===== config.mk =====
export PLATFORM = sky130hd
export DESIGN_NAME = cpu_trig_array_flat
export DESIGN_NICKNAME = d
export VERILOG_FILES = /design/src/rtl/cpu_trig_array_if.sv /design/src/rtl/cpu_trig_array.sv /design/src/flat_wrapper.sv
export SDC_FILE = /design/constraint.sdc
export NUM_CORES = 1
export LEC_CHECK = 0
export BUFFER_PORTS_ARGS = -buffer_cell sky130_fd_sc_hd__clkbuf_2
export CAP_MARGIN = 20
export CORE_MARGIN = 2
export CORE_UTILIZATION = 61
export CTS_CLUSTER_SIZE = 10
export DETAILED_ROUTE_END_ITERATION = 10
export PLACE_DENSITY_LB_ADDON = 0.05
export SLEW_MARGIN = 20
export SYNTH_ARGS = -nofsm -noshare
export SYNTH_HDL_FRONTEND = slang
export SYNTH_SLANG_ARGS = --single-unit
export TNS_END_PERCENT = 50

===== constraint.sdc =====
create_clock -name clk -period 2.9 [get_ports clk]
set_input_delay 0.29 -clock clk [delete_from_list [all_inputs] [get_ports clk]]
set_output_delay 0.29 -clock clk [all_outputs]
set_load 0.02 [all_outputs]

===== src/rtl/cpu_trig_array_if.sv =====
// cpu_trig_array_if: CPU trigger request/flag bundle between the PS trigger
// register bits (master) and the per-channel trigger conditioner (slave).
interface cpu_trig_array_if #(
  parameter int NCH       = 4,
  parameter int PULSE_W   = 8,
  parameter int HOLDOFF_W = 16
);
  logic [NCH-1:0]       CPU_trig;
  logic [NCH-1:0]       en;
  logic [2*NCH-1:0]     mode;
  logic [PULSE_W-1:0]   pulse_len;
  logic [HOLDOFF_W-1:0] holdoff;
  logic [NCH-1:0]       cpu_flag;
  logic [NCH-1:0]       miss;
  logic                 flag_any;

  modport master (
    output CPU_trig, en, mode, pulse_len, holdoff,
    input  cpu_flag, miss, flag_any
  );

  modport slave (
    input  CPU_trig, en, mode, pulse_len, holdoff,
    output cpu_flag, miss, flag_any
  );
endinterface


===== src/rtl/cpu_trig_array.sv =====
// cpu_trig_array: multi-channel trigger conditioner. Each channel runs an
// IDLE/ACTIVE/HOLDOFF machine producing a LEVEL, PULSE or STRETCH flag,
// enforces a re-arm holdoff, and flags rising edges it had to drop (miss).
// Optional: define CPU_TRIG_SYNC_EN to pass CPU_trig through a 2-flop
// synchroniser before edge detection (adds 2 cycles of latency).
module cpu_trig_array #(
  parameter int NCH       = 4,
  parameter int PULSE_W   = 8,
  parameter int HOLDOFF_W = 16
) (
  input logic clk,
  input logic rst,
  cpu_trig_array_if.slave bus
);
  localparam int CNT_W = (PULSE_W > HOLDOFF_W) ? PULSE_W : HOLDOFF_W;

  localparam logic [1:0] M_LEVEL   = 2'b00;
  localparam logic [1:0] M_PULSE   = 2'b01;
  localparam logic [1:0] M_STRETCH = 2'b10;

  typedef enum logic [1:0] {IDLE, ACTIVE, HOLDOFF} state_t;

  // Mode 11 is reserved and behaves as LEVEL.
  function automatic logic [1:0] norm_mode(input logic [1:0] m);
    norm_mode = (m == 2'b11) ? M_LEVEL : m;
  endfunction

  // A zero stretch length still yields a one-cycle flag.
  function automatic logic [CNT_W-1:0] stretch_len(input logic [PULSE_W-1:0] len);
    stretch_len = (len == '0) ? CNT_W'(1) : CNT_W'(len);
  endfunction

  logic [NCH-1:0] trig_in;
  logic [NCH-1:0] trig_d;
  logic [NCH-1:0] rise;
  logic [NCH-1:0] flag;
  logic [NCH-1:0] miss;

`ifdef CPU_TRIG_SYNC_EN
  logic [NCH-1:0] sync_p0;
  logic [NCH-1:0] sync_p1;

  // Two-flop synchroniser: CPU_trig may be asynchronous to clk.
  always_ff @(posedge clk) begin
    if (rst) begin
      sync_p0 <= '0;
      sync_p1 <= '0;
    end else begin
      sync_p0 <= bus.CPU_trig;
      sync_p1 <= sync_p0;
    end
  end

  assign trig_in = sync_p1;
`else
  assign trig_in = bus.CPU_trig;
`endif

  // Edge register; cleared by reset so a level held through reset is a rise.
  always_ff @(posedge clk) begin
    if (rst) trig_d <= '0;
    else     trig_d <= trig_in;
  end

  assign rise = trig_in & ~trig_d;

  for (genvar i = 0; i < NCH; i++) begin : g_ch
    state_t               state;
    logic [1:0]           mode_l;
    logic [HOLDOFF_W-1:0] hold_l;
    logic [CNT_W-1:0]     cnt;
    logic                 flag_r;
    logic                 miss_r;
    logic [1:0]           mode_in;
    logic                 start;
    logic                 done;

    assign mode_in = norm_mode(bus.mode[2*i +: 2]);
    assign start   = (mode_in == M_LEVEL) ? trig_in[i] : rise[i];
    assign done    = (mode_l == M_LEVEL) ? ~trig_in[i] :
                     (mode_l == M_PULSE) ? 1'b1 : (cnt <= CNT_W'(1));

    // Per-channel trigger state machine with registered flag/miss outputs.
    always_ff @(posedge clk) begin
      if (rst) begin
        state  <= IDLE;
        flag_r <= 1'b0;
        miss_r <= 1'b0;
        cnt    <= '0;
        mode_l <= M_LEVEL;
        hold_l <= '0;
      end else if (!bus.en[i]) begin
        state  <= IDLE;
        flag_r <= 1'b0;
        miss_r <= 1'b0;
        cnt    <= '0;
      end else begin
        miss_r <= 1'b0;
        case (state)
          IDLE: begin
            if (start) begin
              state  <= ACTIVE;
              flag_r <= 1'b1;
              mode_l <= mode_in;
              hold_l <= bus.holdoff;
              cnt    <= stretch_len(bus.pulse_len);
            end
          end
          ACTIVE: begin
            // Rises while a PULSE/STRETCH flag is active (or on its falling
            // edge) cannot start a new trigger and are reported.
            if (mode_l != M_LEVEL) miss_r <= rise[i];
            if (done) begin
              flag_r <= 1'b0;
              if (hold_l != '0) begin
                state <= HOLDOFF;
                cnt   <= CNT_W'(hold_l);
              end else begin
                state <= IDLE;
                cnt   <= '0;
              end
            end else if (mode_l == M_STRETCH) begin
              cnt <= cnt - 1'b1;
            end
          end
          HOLDOFF: begin
            miss_r <= rise[i];
            if (cnt <= CNT_W'(1)) begin
              state <= IDLE;
              cnt   <= '0;
            end else begin
              cnt <= cnt - 1'b1;
            end
          end
          default: begin
            state  <= IDLE;
            flag_r <= 1'b0;
            cnt    <= '0;
          end
        endcase
      end
    end

    assign flag[i] = flag_r;
    assign miss[i] = miss_r;
  end

  assign bus.cpu_flag = flag;
  assign bus.miss     = miss;
  assign bus.flag_any = |flag;
endmodule

===== src/flat_wrapper.sv =====
// flat-port wrapper written by rule: the top's interface ports become plain ports
module cpu_trig_array_flat 
#(
  parameter int NCH       = 4,
  parameter int PULSE_W   = 8,
  parameter int HOLDOFF_W = 16
)
  (clk, rst, bus_CPU_trig, bus_en, bus_mode, bus_pulse_len, bus_holdoff, bus_cpu_flag, bus_miss, bus_flag_any);
  cpu_trig_array_if #(.NCH(NCH), .PULSE_W(PULSE_W), .HOLDOFF_W(HOLDOFF_W)) bus_i ();
  input logic clk;
  input logic rst;
  input wire logic [$bits(bus_i.CPU_trig)-1:0] bus_CPU_trig;
  input wire logic [$bits(bus_i.en)-1:0] bus_en;
  input wire logic [$bits(bus_i.mode)-1:0] bus_mode;
  input wire logic [$bits(bus_i.pulse_len)-1:0] bus_pulse_len;
  input wire logic [$bits(bus_i.holdoff)-1:0] bus_holdoff;
  output wire logic [$bits(bus_i.cpu_flag)-1:0] bus_cpu_flag;
  output wire logic [$bits(bus_i.miss)-1:0] bus_miss;
  output wire logic [$bits(bus_i.flag_any)-1:0] bus_flag_any;
  assign bus_i.CPU_trig = bus_CPU_trig;
  assign bus_i.en = bus_en;
  assign bus_i.mode = bus_mode;
  assign bus_i.pulse_len = bus_pulse_len;
  assign bus_i.holdoff = bus_holdoff;
  assign bus_cpu_flag = bus_i.cpu_flag;
  assign bus_miss = bus_i.miss;
  assign bus_flag_any = bus_i.flag_any;
  cpu_trig_array #(.NCH(NCH), .PULSE_W(PULSE_W), .HOLDOFF_W(HOLDOFF_W)) u_core (.clk(clk), .rst(rst), .bus(bus_i));
endmodule

---- After elaboration in Yosys (flattened, before gate mapping) ----
Index checks and enable logic that the tools add are counted.
storage, ports and cells
  register bits ........................... 156
  logic and storage cells ................. 206
cells by class
  add/sub/neg operators ................... 4
  $lt $le $gt $ge ......................... 4
  eq/ne operators ......................... 36
  multiplexer cells ....................... 81
  bitwise logic cells ..................... 14
  reduce and logical (&&, ||, !) cells .... 42
operators by type and width
  cell                                                                     number
  16-bit two-way mux                                                       20
  16-bit case mux with 3 select lines                                      4
  16-bit by 1-bit <= comparator with 1-bit output, second input constant   4
  16-bit nonzero test                                                      4
  16-bit by 1-bit subtractor with 16-bit output, second input constant     4
  2-bit two-way mux                                                        20
  3-bit AND reduction                                                      12
  2-bit == test, second input constant                                     12
  2-bit logical NOT                                                        12
  1-bit two-way mux                                                        24
  2-bit by 1-bit inequality test with 1-bit output, second input constant  12
  2-bit case mux with 3 select lines                                       4
  2-bit by 1-bit == test with 1-bit output, second input constant          8
  3-bit by 1-bit inequality test with 1-bit output, second input constant  4
  1-bit inverter                                                           12
  1-bit case mux with 3 select lines                                       4
  8-bit logical NOT                                                        1
  8-bit two-way mux                                                        1
  1-bit case mux with 2 select lines                                       4
  2-bit AND reduction                                                      4
  2-bit nonzero test                                                       4
  2-bit OR reduction                                                       4
  4-bit AND                                                                1
  4-bit inverter                                                           1
  4-bit OR reduction                                                       1

---- Logic depth before layout (Yosys ltp) ----
Gate-level depths: netlist of the first run.
  word-level depth ........................ 6
  mapped depth ............................ 10
  gate-level depth less buffers ........... 8

---- Worst setup path before layout of the first run ----
OpenSTA, ideal clock, no wires.
  path type ............................... reg-to-reg
  start ................................... register u_core.g_ch[0].cnt[4]
  end ..................................... register u_core.g_ch[0].cnt[10]
  setup time .............................. 0.136 ns
  data arrival time ....................... 2.209 ns
  required time ........................... 2.764 ns
  setup slack ............................. 0.556 ns
  cell stages (with the launch flop) ...... 9
  path buffers ............................ 2
  period minus slack after synthesis ...... 2.344 ns
  path through ............................ dfxtp_1 -> or4_4 -> or4_4 -> o221ai_2 -> buf_6 -> nand2_4 -> buf_6 -> a32oi_1 -> o32ai_1
on the way
  word-level cells in the longest chain between the ends .. 5
  elaborated cells between the ends (all ways) .. 10
  those cells by class .................... add/sub: 1; order compare: 1; eq/ne: 1; mux: 6; reduce/logical: 1
RTL lines
  what                                                                                    RTL line                                     RTL
  from (decl)                                                                             cpu_trig_array.sv:71                         logic [CNT_W-1:0] cnt;
  from (signal assigned)                                                                  cpu_trig_array.sv:106                        cnt <= stretch_len(bus.pulse_len);
  from (signal assigned)                                                                  cpu_trig_array.sv:117                        cnt <= CNT_W'(hold_l);
  from (signal assigned)                                                                  cpu_trig_array.sv:123                        cnt <= cnt - 1'b1;
  16-bit by 1-bit <= comparator with 1-bit output                                         cpu_trig_array.sv:81, cpu_trig_array.sv:128
  1-bit two-way mux                                                                       cpu_trig_array.sv:81                         (mode_l == M_PULSE) ? 1'b1 : (cnt <= CNT_W'(1));
  1-bit two-way mux                                                                       cpu_trig_array.sv:80                         assign done = (mode_l == M_LEVEL) ? ~trig_in[i] :
  16-bit two-way mux or 3-bit by 1-bit inequality test with 1-bit output (tied branches)  -
  16-bit case mux with 3 select lines or 2-bit AND reduction (tied branches)              -
Several ways; a longest one is shown, not always the timed one. The select of a mux whose other input is x is not followed.
A chain may end at the register's enable or synchronous reset.

---- Worst setup path in the final report of the first run ----
  start ................................... register u_core.g_ch[1].cnt[11]
  end ..................................... register u_core.g_ch[1].cnt[4]
on the way
  word-level cells in the longest chain between the ends .. 5
  elaborated cells between the ends (all ways) .. 8
  those cells by class .................... order compare: 1; eq/ne: 1; mux: 5; reduce/logical: 1
RTL lines
  what                                                                                    RTL line
  from (decl)                                                                             cpu_trig_array.sv:71
  from (signal assigned)                                                                  cpu_trig_array.sv:106
  from (signal assigned)                                                                  cpu_trig_array.sv:117
  from (signal assigned)                                                                  cpu_trig_array.sv:123
  16-bit by 1-bit <= comparator with 1-bit output (*)                                     cpu_trig_array.sv:81, cpu_trig_array.sv:128
  1-bit two-way mux                                                                       cpu_trig_array.sv:81
  1-bit two-way mux                                                                       cpu_trig_array.sv:80
  16-bit two-way mux or 3-bit by 1-bit inequality test with 1-bit output (tied branches)  -
  16-bit case mux with 3 select lines or 2-bit AND reduction (tied branches)              -
Every way passes the cells marked *; elsewhere a longest branch is shown, timed or not.

==> impl_metrics.py, run 1 <==
metrics = {
    "run_status": {
        "status": "complete, no violations",
    },
    "clocking": {
        "post_cts_buffers": 0,
        "ctsLongestPathBuffers": 2,
        "cts_buffers": 17,
        "h-tree-depth": 4,
        "clk_latency_ps": 420,
        "cts_tree": "yes",
        "cts-root-buf": "clkbuf_16",
        "path_clk_slew_ps": 60,
        "clock_sinks": 156,
        "cts-resized-gates": 0,
        "ctsHoldBuffers": 0,
    },
    "cells_and_area": {
        "antenna_cells": 0,
        "nNetsFinal": 1147,
        "layout-drive-gt1-share": 0.122,
        "area_delta_synth_final_pct": 10.8,
        "stdcell_area_mm2": 0.00939,
        "final_cells": 1263,
    },
    "logic_synthesis": {
        "avgSynthCellArea_um2": 8.11,
        "yosys.area.top_type_share": 0.369,
        "seq_area_frac_synth": 0.369,
        "syn_nets": 1119,
        "ys_ff_latch": 156,
        "synth.distinct_cells": 82,
        "syn_inst": 1045,
        "yosysMostFrequentCell": "nand2_1",
        "yosysWarnings": 0,
        "ys.flop_type": "dfxtp_1",
        "yosys.area.top_type": "dfxtp_1",
        "synthArstFlopShare": 0,
        "synth_area_mm2": 0.00847,
        "synth_area_leaders": "dfxtp_1, nand2_1, a21oi_1",
        "synth_edf_count": 0,
        "ys_top_cells_by_count": "nand2_1, dfxtp_1, a21oi_1, nor2_1, inv_1",
    },
    "setup_path": {
        "r2r_slack_ps": 240,
        "worst_r2r_path_depth": 7,
        "slowest_delay_ps": 580,
        "critPathKind": "reg -> reg",
        "r2r_start": "u_core.g_ch[1].cnt[11]",
        "cp-startpoint": "u_core.g_ch[1].cnt[11]",
        "cpLargestDelayFamily": "simple AND/OR/NAND/NOR gates",
        "required_ps": 3200,
        "worstPathArrival_ps": 2960,
        "worstSetupStartpointType": "flop",
        "endpoint_kind": "flop",
        "r2r_end": "u_core.g_ch[1].cnt[4]",
        "cp_num_buf_inv": 1,
        "crit_path_cell_trace": "or4_4 -> nor4b_4 -> a21o_1 -> a2bb2oi_1 -> nor2_1 -> buf_4 -> a221o_1",
        "worst_path_max_delay_cell": "or4_4",
        "cp.depth": 7,
        "crit_fanout": 15,
    },
    "route": {
        "drtAntennaViolNets": 0,
        "post_drt_wl_per_cell_um": 19.0,
        "vias": 8057,
        "drc": 0,
        "via_per_inst": 6.38,
        "drtIter0Drc": 1073,
        "routed_wl_um": 24000,
        "drt_pass1_iterations": 6,
    },
    "timing": {
        "fmax_ghz": 0.377,
        "tightest_slew_ps": 883,
        "report.final.slew_viol_count": 0,
        "rsz0062_at_grt": "false",
        "period_needed_ps": 2660,
        "min_period_over_period": 0.916,
        "finalSetupTns_ps": 0,
        "slew_headroom": 0.409,
        "finalSetupViolations": 0,
        "finalHoldViolCount": 0,
        "skew_ps": 6.94,
        "whs_ps": 128,
    },
    "global_routing": {
        "antenna_found_initial": 0,
        "grt_first_pass_wirelength_um": 38000,
        "grt_overflow": 0,
        "grt_max_degree": 36,
        "grtUsageTotal": 0.329,
        "grt_pass1_vias": 7257,
    },
    "floorplan": {
        "fp.dieArea_mm2": 0.0148,
        "start_util": 0.618,
        "io_pins": 51,
        "die_h_um": 122,
        "die_w_um": 122,
        "core_mm2": 0.0137,
        "placementRows": 43,
    },
    "min_path": {
        "hold_start": "bus_CPU_trig[1]",
        "holdPathEnd": "u_core.trig_d[1]",
        "hp-class": "in -> reg",
        "whs_path_depth": 2,
    },
    "pwr": {
        "power_density_mw_per_mm2": 587,
        "power_uw": 5510,
        "p_leak_uw": 0.00375,
        "max-vdd-ir-drop_mv": 0.450,
    },
    "placed_design": {
        "place.gp.congestion": 0.954,
        "io_buffers": 50,
        "dpl_cell_area_mm2": 0.00882,
        "dpl.cell_count": 1234,
        "hpwlAfterDp_um": 16700,
    },
    "job": {
        "max_cap_viol_count": 0,
    },
}
[cell families after synthesis]
kind of cell	Yosys count	synth area share
buf+inv	122	0.0616
mux	22	0.0261
flops	156	0.369
simple gates	390	0.223
compound gates	297	0.247
xor+xnor	26	0.0269
fa+ha+maj	32	0.0473
[where the power goes]
part / internal [µW] / switching, µW / leakage, µW
Sequential: 2230 / 90.2 / 0.00127
Clock: 1340 / 873 / 0.000280
Combinational: 375 / 605 / 0.00220
[layout make-up]
class	instances	area, µm²
clock buffers	22	484
clock inverters	7	90.1
fillers	1190	4330
flip-flops and latches	156	3120
inverters	58	218
well taps	180	225
repair buffers	73	423
multi-input cells	767	4830
[per-layer routing]
| layer | vias to the layer above | GRT usage | wire, µm | share of wire |
|---|---|---|---|---|
| met4 | 0 | 0.108 | 615 | 0.026 |
| met3 | 49 | 0.0609 | 1600 | 0.067 |
| met5 | - | 0 | 0 | 0 |
| met2 | 344 | 0.517 | 10900 | 0.45 |
| li1 | 3858 | - | - | - |
| met1 | 3806 | 0.457 | 10900 | 0.45 |
[placed cells by master, fill, tap and decap left out, types with 22 or more instances in the layout]
master / count
inv_1: 58
nor4_1: 27
buf_4: 23
dfxtp_1: 156
o21ai_0: 22
nand2_1: 169
clkbuf_2: 50
nor3_1: 27
nor2_1: 64
a21oi_1: 90
ha_1: 32
[state kept, by name (all words and copies together) (netlist names)]
name	count
u_core.g_ch.miss_r	4
u_core.g_ch.state	8
u_core.g_ch.mode_l	8
u_core.g_ch.hold_l	64
u_core.g_ch.cnt	64
u_core.g_ch.flag_r	4
u_core.trig_d	4
[through the flow]
step,util,setup slack (ps)
after floorplan,-,556
after global placement,0.643,374
after detailed placement,0.643,302
after CTS,0.685,261
after global routing,0.685,81.7
final,0.685,244
[worst register-to-register path, delay by kind of cell, from the launching register on]
family                 cells  cell delay, ps
AND/OR/NAND/NOR            3            1010
flip-flops                 1             360
AO/OA/AOI/OAI              3             970
buffers and inverters      1             200
[how the worst max path moves through the flow]
stage                             endpoint  slack [ps]
finish               u_core.g_ch[1].cnt[4]         240
detailed placement   u_core.g_ch[1].cnt[4]         300
global placement    u_core.g_ch[1].cnt[11]         370
CTS                  u_core.g_ch[1].cnt[4]         260
global route        u_core.g_ch[1].cnt[11]          80
floorplan           u_core.g_ch[0].cnt[10]         560
Power figures use the tool's default switching activity.
==> run 2: changes to the inputs <==
--- a/config.mk
+++ b/config.mk
@@ -8,7 +8,7 @@
 export BUFFER_PORTS_ARGS = -buffer_cell sky130_fd_sc_hd__clkbuf_2
 export CAP_MARGIN = 20
 export CORE_MARGIN = 2
-export CORE_UTILIZATION = 61
+export CORE_UTILIZATION = 35
 export CTS_CLUSTER_SIZE = 10
 export DETAILED_ROUTE_END_ITERATION = 10
 export PLACE_DENSITY_LB_ADDON = 0.05
==> impl_metrics.py, run 2 (synthesis results as in run 1) <==
metrics = {
    "run_status": {
        "status": "complete, no violations",
    },
    "clocking": {
        "clock_sinks": 156,
        "cts-root-buf": "clkbuf_16",
        "ctsHoldBuffers": 0,
        "cts_tree": "yes",
        "cts-resized-gates": 0,
        "path_clk_slew_ps": 60,
        "clk_latency_ps": 420,
        "ctsLongestPathBuffers": 2,
        "post_cts_buffers": 0,
        "cts_buffers": 17,
        "h-tree-depth": 4,
    },
    "route": {
        "vias": 7855,
        "routed_wl_um": 27400,
        "drt_pass1_iterations": 8,
        "post_drt_wl_per_cell_um": 19.3,
        "drc": 0,
        "drtIter0Drc": 700,
        "drtAntennaViolNets": 0,
        "via_per_inst": 5.54,
    },
    "global_routing": {
        "grtUsageTotal": 0.214,
        "antenna_found_initial": 1,
        "grt_max_degree": 43,
        "grt_overflow": 0,
        "grt_first_pass_wirelength_um": 43400,
        "grt_pass1_vias": 7439,
    },
    "placed_design": {
        "io_buffers": 50,
        "hpwlAfterDp_um": 19800,
        "dpl_cell_area_mm2": 0.00912,
        "place.gp.congestion": 0.837,
    },
    "setup_path": {
        "critPathKind": "reg -> reg",
        "crit_fanout": 8,
        "worstPathArrival_ps": 2900,
        "worst_path_max_delay_cell": "or4_4",
        "required_ps": 3200,
        "cpLargestDelayFamily": "simple AND/OR/NAND/NOR gates",
        "cp_num_buf_inv": 1,
        "crit_path_cell_trace": "or4_4 -> nor4b_4 -> a21oi_2 -> a21o_1 -> buf_4 -> a222oi_1 -> o2bb2ai_1",
        "worstSetupStartpointType": "flop",
        "endpoint_kind": "flop",
        "slowest_delay_ps": 580,
    },
    "timing": {
        "min_period_over_period": 0.895,
        "period_needed_ps": 2590,
        "finalSetupViolations": 0,
        "skew_ps": 8.58,
        "finalHoldViolCount": 0,
        "rsz0062_at_grt": "false",
        "tightest_slew_ps": 883,
        "finalSetupTns_ps": 0,
        "slew_headroom": 0.411,
        "fmax_ghz": 0.385,
        "report.final.slew_viol_count": 0,
    },
    "floorplan": {
        "die_h_um": 160,
        "io_pins": 51,
        "placementRows": 56,
        "die_w_um": 160,
        "core_mm2": 0.0236,
        "start_util": 0.359,
        "fp.dieArea_mm2": 0.0255,
    },
    "min_path": {
        "hp-class": "in -> reg",
    },
    "cells_and_area": {
        "stdcell_area_mm2": 0.00974,
        "final_cell_mix": "nand2_1, dfxtp_1, a21oi_1",
        "antenna_cells": 0,
        "area_delta_synth_final_pct": 14.9,
        "nNetsFinal": 1162,
        "mostFrequentLayoutCell": "nand2_1",
        "reg.largest.list": "u_core.g_ch.cnt (64), u_core.g_ch.hold_l (64)",
        "layout-drive-gt1-share": 0.134,
    },
    "job": {
        "max_cap_viol_count": 0,
    },
    "pwr": {
        "power_density_mw_per_mm2": 590,
        "p_leak_uw": 0.00385,
        "max-vdd-ir-drop_mv": 0.285,
    },
}
-- run 2: changes by cell type in the layout (fill, tap and decap cells not counted) --
cell	delta
buf_2	+1
clkinv_2	-1
clkbuf_2	-1
buf_12	+1
clkinvlp_4	-1
buf_4	+14
bufinv_16	+2
-- run 2: cell type report --
class                           count  area (µm²)
Timing Repair Buffer               88         548
Fill cell                        2481       13900
Clock inverter                      7         138
Tap cell                          319         399
Multi-Input combinational cell    767        4830
Inverter                           58         218
Clock buffer                       22         484
Sequential cell                   156        3120
-- run 2: stage by stage --
step | instances | hold slack, ps | utilization | power, µW | setup WS [ps]
detailed placement | 1388 | 462 | 0.386 | 3380 | 314
CTS | 1417 | 112 | 0.412 | 5800 | 296
global route | 1417 | 127 | 0.412 | 6010 | 153
global placement | 1388 | 453 | 0.386 | 3390 | 377
floorplan | 1045 | 418 | - | 3050 | 556
finish | 1417 | 127 | 0.412 | 5750 | 305
-- run 2: final timing paths --
| kind | from | end | slack, ps | depth (start not counted) |
|---|---|---|---|---|
| setup / recovery | u_core.g_ch[1].cnt[11] | u_core.g_ch[1].cnt[1] | 310 | 7 |
| hold / removal | bus_CPU_trig[1] | u_core.trig_d[1] | 130 | 2 |
| setup reg to reg | u_core.g_ch[1].cnt[11] | u_core.g_ch[1].cnt[1] | 310 | 7 |
| hold reg to reg | u_core.g_ch[1].cnt[14] | u_core.g_ch[1].cnt[14] | 470 | 1 |
-- run 2: report_power, final --
part	internal (µW)	leakage (µW)	switching, µW	total (µW)
combinational	396	0.00228	634	1030
sequential	2230	0.00127	88.9	2310
clock	1520	0.000304	887	2400
total	4140	0.00385	1610	5750
-- run 2: layer usage --
metal	track usage	vias up	routed length, µm	share of wire
met5	0	-	0	0
met4	0.0483	0	409	0.015
met3	0.0388	20	1180	0.043
met2	0.341	198	12400	0.45
met1	0.302	3759	13400	0.49
li1	-	3878	-	-
